## src/rtl/tape_punch_dev.sv

```systemverilog
// ---------------------------------------------------------------------------
// tape_punch_dev
//
// Paper-tape punch device model. It generates a periodic punch-cycle sync
// pulse towards the I/O section. In the single cycle that follows each sync
// pulse, it samples the punch request and the 5-bit punch code. A captured
// code is echoed on PUNCHED_TAPE1..5 and queued in a small host FIFO.
//
// Punch cycle (SYNC_PERIOD clocks in total):
//   SYNC   : SYNC_WIDTH clocks, PUNCH_SYNC = 1
//   SAMPLE : 1 clock, PUNCH_SIGNAL / OB1..OB5 are sampled at its closing edge
//   GAP    : SYNC_PERIOD - SYNC_WIDTH - 1 clocks
// Reset parks the FSM at the start of GAP. The first sync pulse therefore
// rises SYNC_PERIOD - SYNC_WIDTH - 1 edges after reset is released.
//
// Ports
//   CLOCK, rst_n              system clock, asynchronous active-low reset
//   PUNCH_SIGNAL, OB1..OB5    punch request and code (OB1 = LSB)
//   PUNCH_SYNC                registered sync pulse, high during SYNC
//   PUNCHED_TAPE1..5          registered echo of the last captured code
//   host_data/valid/ready     FIFO read side
//                             (valid/ready: a pop happens on an edge where
//                             host_valid and host_ready are both 1; host_data
//                             is the head while host_valid = 1 and is 0
//                             otherwise)
//   overflow, clr_overflow    sticky drop flag and its clear (set wins)
//   punch_count               16-bit wrapping count of captured codes
//   dbg_state                 current FSM state, for observation only
// ---------------------------------------------------------------------------
module tape_punch_dev #(
  parameter int SYNC_PERIOD = 64,
  parameter int SYNC_WIDTH  = 4,
  parameter int FIFO_DEPTH  = 8
) (
  input  logic        CLOCK,
  input  logic        rst_n,
  input  logic        PUNCH_SIGNAL,
  input  logic        OB1,
  input  logic        OB2,
  input  logic        OB3,
  input  logic        OB4,
  input  logic        OB5,
  output logic        PUNCH_SYNC,
  output logic        PUNCHED_TAPE1,
  output logic        PUNCHED_TAPE2,
  output logic        PUNCHED_TAPE3,
  output logic        PUNCHED_TAPE4,
  output logic        PUNCHED_TAPE5,
  output logic [4:0]  host_data,
  output logic        host_valid,
  input  logic        host_ready,
  output logic        overflow,
  input  logic        clr_overflow,
  output logic [15:0] punch_count,
  output logic [1:0]  dbg_state
);

  // -------------------------------------------------------------------------
  // Derived sizes
  // -------------------------------------------------------------------------
  localparam int PW        = (SYNC_PERIOD > 1) ? $clog2(SYNC_PERIOD) : 1;
  localparam int AW        = (FIFO_DEPTH > 1) ? $clog2(FIFO_DEPTH) : 1;
  localparam int CW        = $clog2(FIFO_DEPTH + 1);
  localparam int SYNC_LAST = SYNC_WIDTH - 1;
  localparam int GAP_LAST  = SYNC_PERIOD - SYNC_WIDTH - 2;

  typedef enum logic [1:0] {
    ST_SYNC   = 2'd0,
    ST_SAMPLE = 2'd1,
    ST_GAP    = 2'd2
  } state_t;

  state_t          state;
  logic [PW-1:0]   phase;

  // -------------------------------------------------------------------------
  // Punch-cycle FSM
  // -------------------------------------------------------------------------
  // The phase counter restarts at 0 on every state entry. PUNCH_SYNC is
  // registered together with the state transition, so it is high for
  // exactly the clocks spent in SYNC.
  always_ff @(posedge CLOCK or negedge rst_n) begin
    if (!rst_n) begin
      state      <= ST_GAP;
      phase      <= '0;
      PUNCH_SYNC <= 1'b0;
    end else begin
      case (state)
        ST_SYNC: begin
          if (phase == PW'(SYNC_LAST)) begin
            state      <= ST_SAMPLE;
            phase      <= '0;
            PUNCH_SYNC <= 1'b0;
          end else begin
            phase      <= phase + 1'b1;
          end
        end
        ST_SAMPLE: begin
          state      <= ST_GAP;
          phase      <= '0;
          PUNCH_SYNC <= 1'b0;
        end
        ST_GAP: begin
          if (phase == PW'(GAP_LAST)) begin
            state      <= ST_SYNC;
            phase      <= '0;
            PUNCH_SYNC <= 1'b1;
          end else begin
            phase      <= phase + 1'b1;
          end
        end
        default: begin
          state      <= ST_GAP;
          phase      <= '0;
          PUNCH_SYNC <= 1'b0;
        end
      endcase
    end
  end

  assign dbg_state = state;

  // -------------------------------------------------------------------------
  // Capture and FIFO control
  // -------------------------------------------------------------------------
  logic [4:0]    code;
  logic          capture;
  logic          fifo_empty;
  logic          fifo_full;
  logic          pop;
  logic          push;
  logic          drop;
  logic [CW-1:0] occupancy;
  logic [AW-1:0] rd_ptr;
  logic [AW-1:0] wr_ptr;
  logic [4:0]    mem [0:FIFO_DEPTH-1];

  assign code       = {OB5, OB4, OB3, OB2, OB1};
  // The inputs are only looked at while in SAMPLE.
  assign capture    = (state == ST_SAMPLE) && PUNCH_SIGNAL;
  assign fifo_empty = (occupancy == '0);
  assign fifo_full  = (occupancy == CW'(FIFO_DEPTH));
  assign pop        = !fifo_empty && host_ready;
  // A full FIFO can still take the code when the head leaves on the same
  // edge; the slot being written is the one being read out.
  assign push       = capture && (!fifo_full || pop);
  assign drop       = capture && fifo_full && !host_ready;

  function automatic logic [AW-1:0] ptr_next(input logic [AW-1:0] p);
    ptr_next = (p == AW'(FIFO_DEPTH - 1)) ? '0 : p + 1'b1;
  endfunction

  always_ff @(posedge CLOCK or negedge rst_n) begin
    if (!rst_n) begin
      rd_ptr    <= '0;
      wr_ptr    <= '0;
      occupancy <= '0;
    end else begin
      if (push) wr_ptr <= ptr_next(wr_ptr);
      if (pop)  rd_ptr <= ptr_next(rd_ptr);
      case ({push, pop})
        2'b10:   occupancy <= occupancy + 1'b1;
        2'b01:   occupancy <= occupancy - 1'b1;
        default: occupancy <= occupancy;
      endcase
    end
  end

  // Storage needs no reset: the entries are only visible through host_data,
  // which is masked while the FIFO is empty.
  always_ff @(posedge CLOCK) begin
    if (push) mem[wr_ptr] <= code;
  end

  assign host_valid = !fifo_empty;
  assign host_data  = host_valid ? mem[rd_ptr] : 5'd0;

  // -------------------------------------------------------------------------
  // Tape echo, punch counter, overflow flag
  // -------------------------------------------------------------------------
  logic [4:0] tape_q;

  always_ff @(posedge CLOCK or negedge rst_n) begin
    if (!rst_n) begin
      tape_q      <= '0;
      punch_count <= '0;
      overflow    <= 1'b0;
    end else begin
      if (capture) begin
        tape_q      <= code;
        // The counter counts dropped codes as well and wraps naturally.
        punch_count <= punch_count + 16'd1;
      end
      if (drop)
        overflow <= 1'b1;
      else if (clr_overflow)
        overflow <= 1'b0;
    end
  end

  assign PUNCHED_TAPE1 = tape_q[0];
  assign PUNCHED_TAPE2 = tape_q[1];
  assign PUNCHED_TAPE3 = tape_q[2];
  assign PUNCHED_TAPE4 = tape_q[3];
  assign PUNCHED_TAPE5 = tape_q[4];

endmodule

```

## config.mk

```make
export PLATFORM = sky130hd
export DESIGN_NAME = tape_punch_dev
export DESIGN_NICKNAME = d
export VERILOG_FILES = /design/src/rtl/tape_punch_dev.sv
export SDC_FILE = /design/constraint.sdc
export NUM_CORES = 1
export LEC_CHECK = 0
export BUFFER_PORTS_ARGS = -buffer_cell sky130_fd_sc_hd__buf_2
export CAP_MARGIN = 20
export CORE_UTILIZATION = 57
export DETAILED_ROUTE_END_ITERATION = 12
export GPL_ROUTABILITY_DRIVEN = 0
export PLACE_DENSITY = 0.79
export SLEW_MARGIN = 20
export SYNTH_ARGS = -nofsm -noshare
export SYNTH_HDL_FRONTEND = slang
export SYNTH_SLANG_ARGS = --single-unit
```

## constraint.sdc

```tcl
create_clock -name CLOCK -period 3 [get_ports CLOCK]
set_input_delay 0 -clock CLOCK [delete_from_list [all_inputs] [get_ports CLOCK]]
set_output_delay 0 -clock CLOCK [all_outputs]
set_load 0.02 [all_outputs]
```

==> run metrics <==
highest-delay cell along the critical path o41ai_4; final instance area 4040 µm²; setup TNS 0 ns; routed vias ~2,200; simple-gate area share of the yosys netlist 0.121; Post-route DRC 0; ys flop type edfxtp_1; headroom to the max-slew limit 0.395; I/O pins 41; top cell type's share of synthesized area 0.347; RSZ-0062 raised after global routing no; post-DP HPWL approximately 4300 µm; delay-heaviest family, CP compound AO/OA/AOI/OAI gates; CTS tree built; Clock Skew between 0.006 and 0.007 ns; final worst path period need 2.39 ns; synth warn 0; Final nets approximately 330; area fraction in compound gates after synthesis 0.0339; Buf+Inv Stages, Crit Path 0; Yosys reg bits around 80; Layout area overhead 16.7%; worst hold path type primary input to flip-flop; CP cell instances o41ai_4, nor2_1, xor2_1, ha_1, nor4_1, a31o_1, a21oi_1; cts repair resizes 0; Initial DRT Pass Iterations 6; first-pass GRT wire length 10,600 µm; multiplexer share of the synthesized area 0.0986; vias in the first global route approximately 2,100; Synth Area in Adders 0.0289; largest family of logic cells by synthesized area simple AND/OR/NAND/NOR gates; critical path peak fanout 10; final hold violation count 0; slowest stage delay, CP ~0.67 ns; final worst-path cycle share 0.798; Final Util 0.687; Num Clock Sinks ~80; max frequency about 420 MHz; Num CTS Buffers 9; Cells after Synth roughly 250; Avg Cell Area, Syn 13.9 µm²; diodes inserted 0; Rows 28; Detail Route Antenna Nets 0; Die Wd roughly 80 µm; share of cells above drive strength 1 0.260; largest net degree at the start of global routing 42; sequential share of the synthesized area 0.643; vias per cell roughly 5.6; Net Sw Frac 0.301; switching pwr 0.819 mW; clock tree buffer depth 2; Worst Setup Start Kind flip-flop; most frequent cells after synthesis dfrtp_1, edfxtp_1, nand2_1; htree depth 3; worst slew pin tran slightly above 0.9 ns; final WL 6550 µm; # Max-Cap Violations 0; DR iter-0 viols 232; final setup fails 0; Die H approximately 80 µm; antenna violations before repair 0; grt ovf 0; Port-buffer cells 40; XOR/XNOR share of the synthesized area 0.0556; DR WL/cell approximately 17 µm; ys async rst share 0.506; total track usage 0.235; synth top area cells edfxtp_1, dfrtp_1, mux4_2, xnor2_1, nand2_1; pwr dens a little under 700 nW/µm²; biggest area consumer among synthesized cells edfxtp_1; Cell Area, Placed 3780 µm²; Clock transition at path regs 0.08 ns; fillcell total between 400 and 500; Initial Utilization 0.589; Core Area between 5000 and 6000 µm²; status finished clean; clock power share 0.283; Setup CP Type flip-flop to flip-flop; CTS Root Buffer Type clkbuf_8; Post-CTS Setup Inserts 0; Post-synth EDFFs 40; mapped cell area 3460 µm²; leakage power around 1.7 nW; Worst-Skew Late Latency approximately 0.35 ns; peak ir drop on the vdd network approximately 0.36 mV; critical path endpoint category flip-flop; Final Max Slew Viols 0; die area about 6400 µm²; Seq pwr share 0.506; internal cell power 1.90 mW; worst path arrival time around 2.6 ns; required time worst endpoint 3.22 ns; Comb power frac 0.212; syn_nets about 270; synth unique cells 38
==> what timing repair did <==
action | CTS | global route
hold endpoints to repair | 86 | 0
hold buffers | 7 | 0
setup endpoints to repair | 0 | 0
==> sequential cells by signal (all words and copies together), names as in the netlist <==
| register | cells |
|---|---|
| tape_q | 5 |
| PUNCH_SYNC | 1 |
| dbg_state | 2 |
| occupancy | 4 |
| punch_count | 16 |
| rd_ptr | 3 |
| wr_ptr | 3 |
| phase | 6 |
| overflow | 1 |
| mem | 40 |
==> worst reg2reg max path, stage by stage, from the launching register on <==
cell and delay, ns:
dfrtp_1 0.50, o41ai_4 0.67, nor2_1 0.15, xor2_1 0.17, ha_1 0.23, nor4_1 0.35, a31o_1 0.15, a21oi_1 0.06
==> kinds of logic after synthesis <==
kind of cell / Yosys count
and+or+nand+nor: 89
DFF: 81
xor gates and xnor gates: 22
muxes: 21
AOI/OAI and AO/OA: 14
buffers and inverters: 14
adders and majority gates: 8
==> layer usage <==
metal | share of wire | GRT usage | wire length (µm) | up-vias
met2 | 0.49 | 0.359 | 3220 | 58
met3 | 0.051 | 0.0686 | 332 | 11
met5 | 0 | 0 | 0 | -
met1 | 0.44 | 0.310 | 2890 | 1087
li1 | - | - | - | 1026
met4 | 0.017 | 0.111 | 112 | 0
==> layout make-up <==
class | instances | area [µm²] | share of cell area
Sequential cell | 81 | 2230 | 0.551
Clock buffer | 9 | 124 | 0.0306
Inverter | 6 | 22.5 | 0.00557
Clock inverter | 7 | 71.3 | 0.0176
Multi-Input combinational cell | 154 | 1170 | 0.290
Tap cell | 75 | 93.8 | 0.0232
Timing Repair Buffer | 55 | 330 | 0.0817
==> per-stage QoR <==
step                      hold WS [ns]  setup WS [ns]  power, mW  instances
final                           0.0795          0.606       2.72        387
after global routing            0.0877          0.385       2.86        387
after floorplan                 -0.296          0.804       1.81        249
after CTS                       0.0622          0.609       2.74        387
after global placement           0.170          0.709       1.94        364
after detailed placement         0.179          0.633       1.97        364
==> cells in the final DEF (no fill, tap or decap), types with 2 or more instances in the layout <==
master and instances:
clkinvlp_4 2, and4_1 2, mux2_2 5, edfxtp_1 40
xor2_1 6, nor4_1 5, mux2i_1 6, dfrtp_1 40
nand4_1 6, nor3b_1 2, buf_2 40, nor3_1 7
inv_1 6, nor2_1 20, clkbuf_8 9, buf_4 8
ha_1 8, clkinv_4 2, nand2_1 34, a21oi_1 4
mux4_2 10, xnor2_1 16, nor4b_1 2, nand3_1 7
dlygate4sd3_1 7
==> worst paths after layout <==
check | startpoint | end | slack [ns] | depth (start not counted)
worst max-delay path | occupancy[1]$_DFFE_PN0P_ | occupancy[2]$_DFFE_PN0P_ | 0.61 | 7
worst min-delay path | host_ready | rd_ptr[0]$_DFFE_PN0P_ | 0.08 | 3
worst max register to register | occupancy[1]$_DFFE_PN0P_ | occupancy[2]$_DFFE_PN0P_ | 0.61 | 7
worst min register to register | punch_count[15]$_DFFE_PN0P_ | punch_count[15]$_DFFE_PN0P_ | 0.48 | 1
max in group asynchronous | rst_n | phase[0]$_DFF_PN0_ | 2.11 | 2
min in group asynchronous | rst_n | punch_count[12]$_DFFE_PN0P_ | 0.32 | 2
==> power groups by stage <==
stage                     combinational (mW)  clock, mW  sequential, mW
after floorplan                        0.545          0            1.27
after global placement                 0.555          0            1.39
after detailed placement               0.572          0            1.40
after CTS                              0.582      0.783            1.37
after global routing                   0.643      0.828            1.39
final                                  0.575      0.768            1.37
Power figures use the tool's default switching activity.
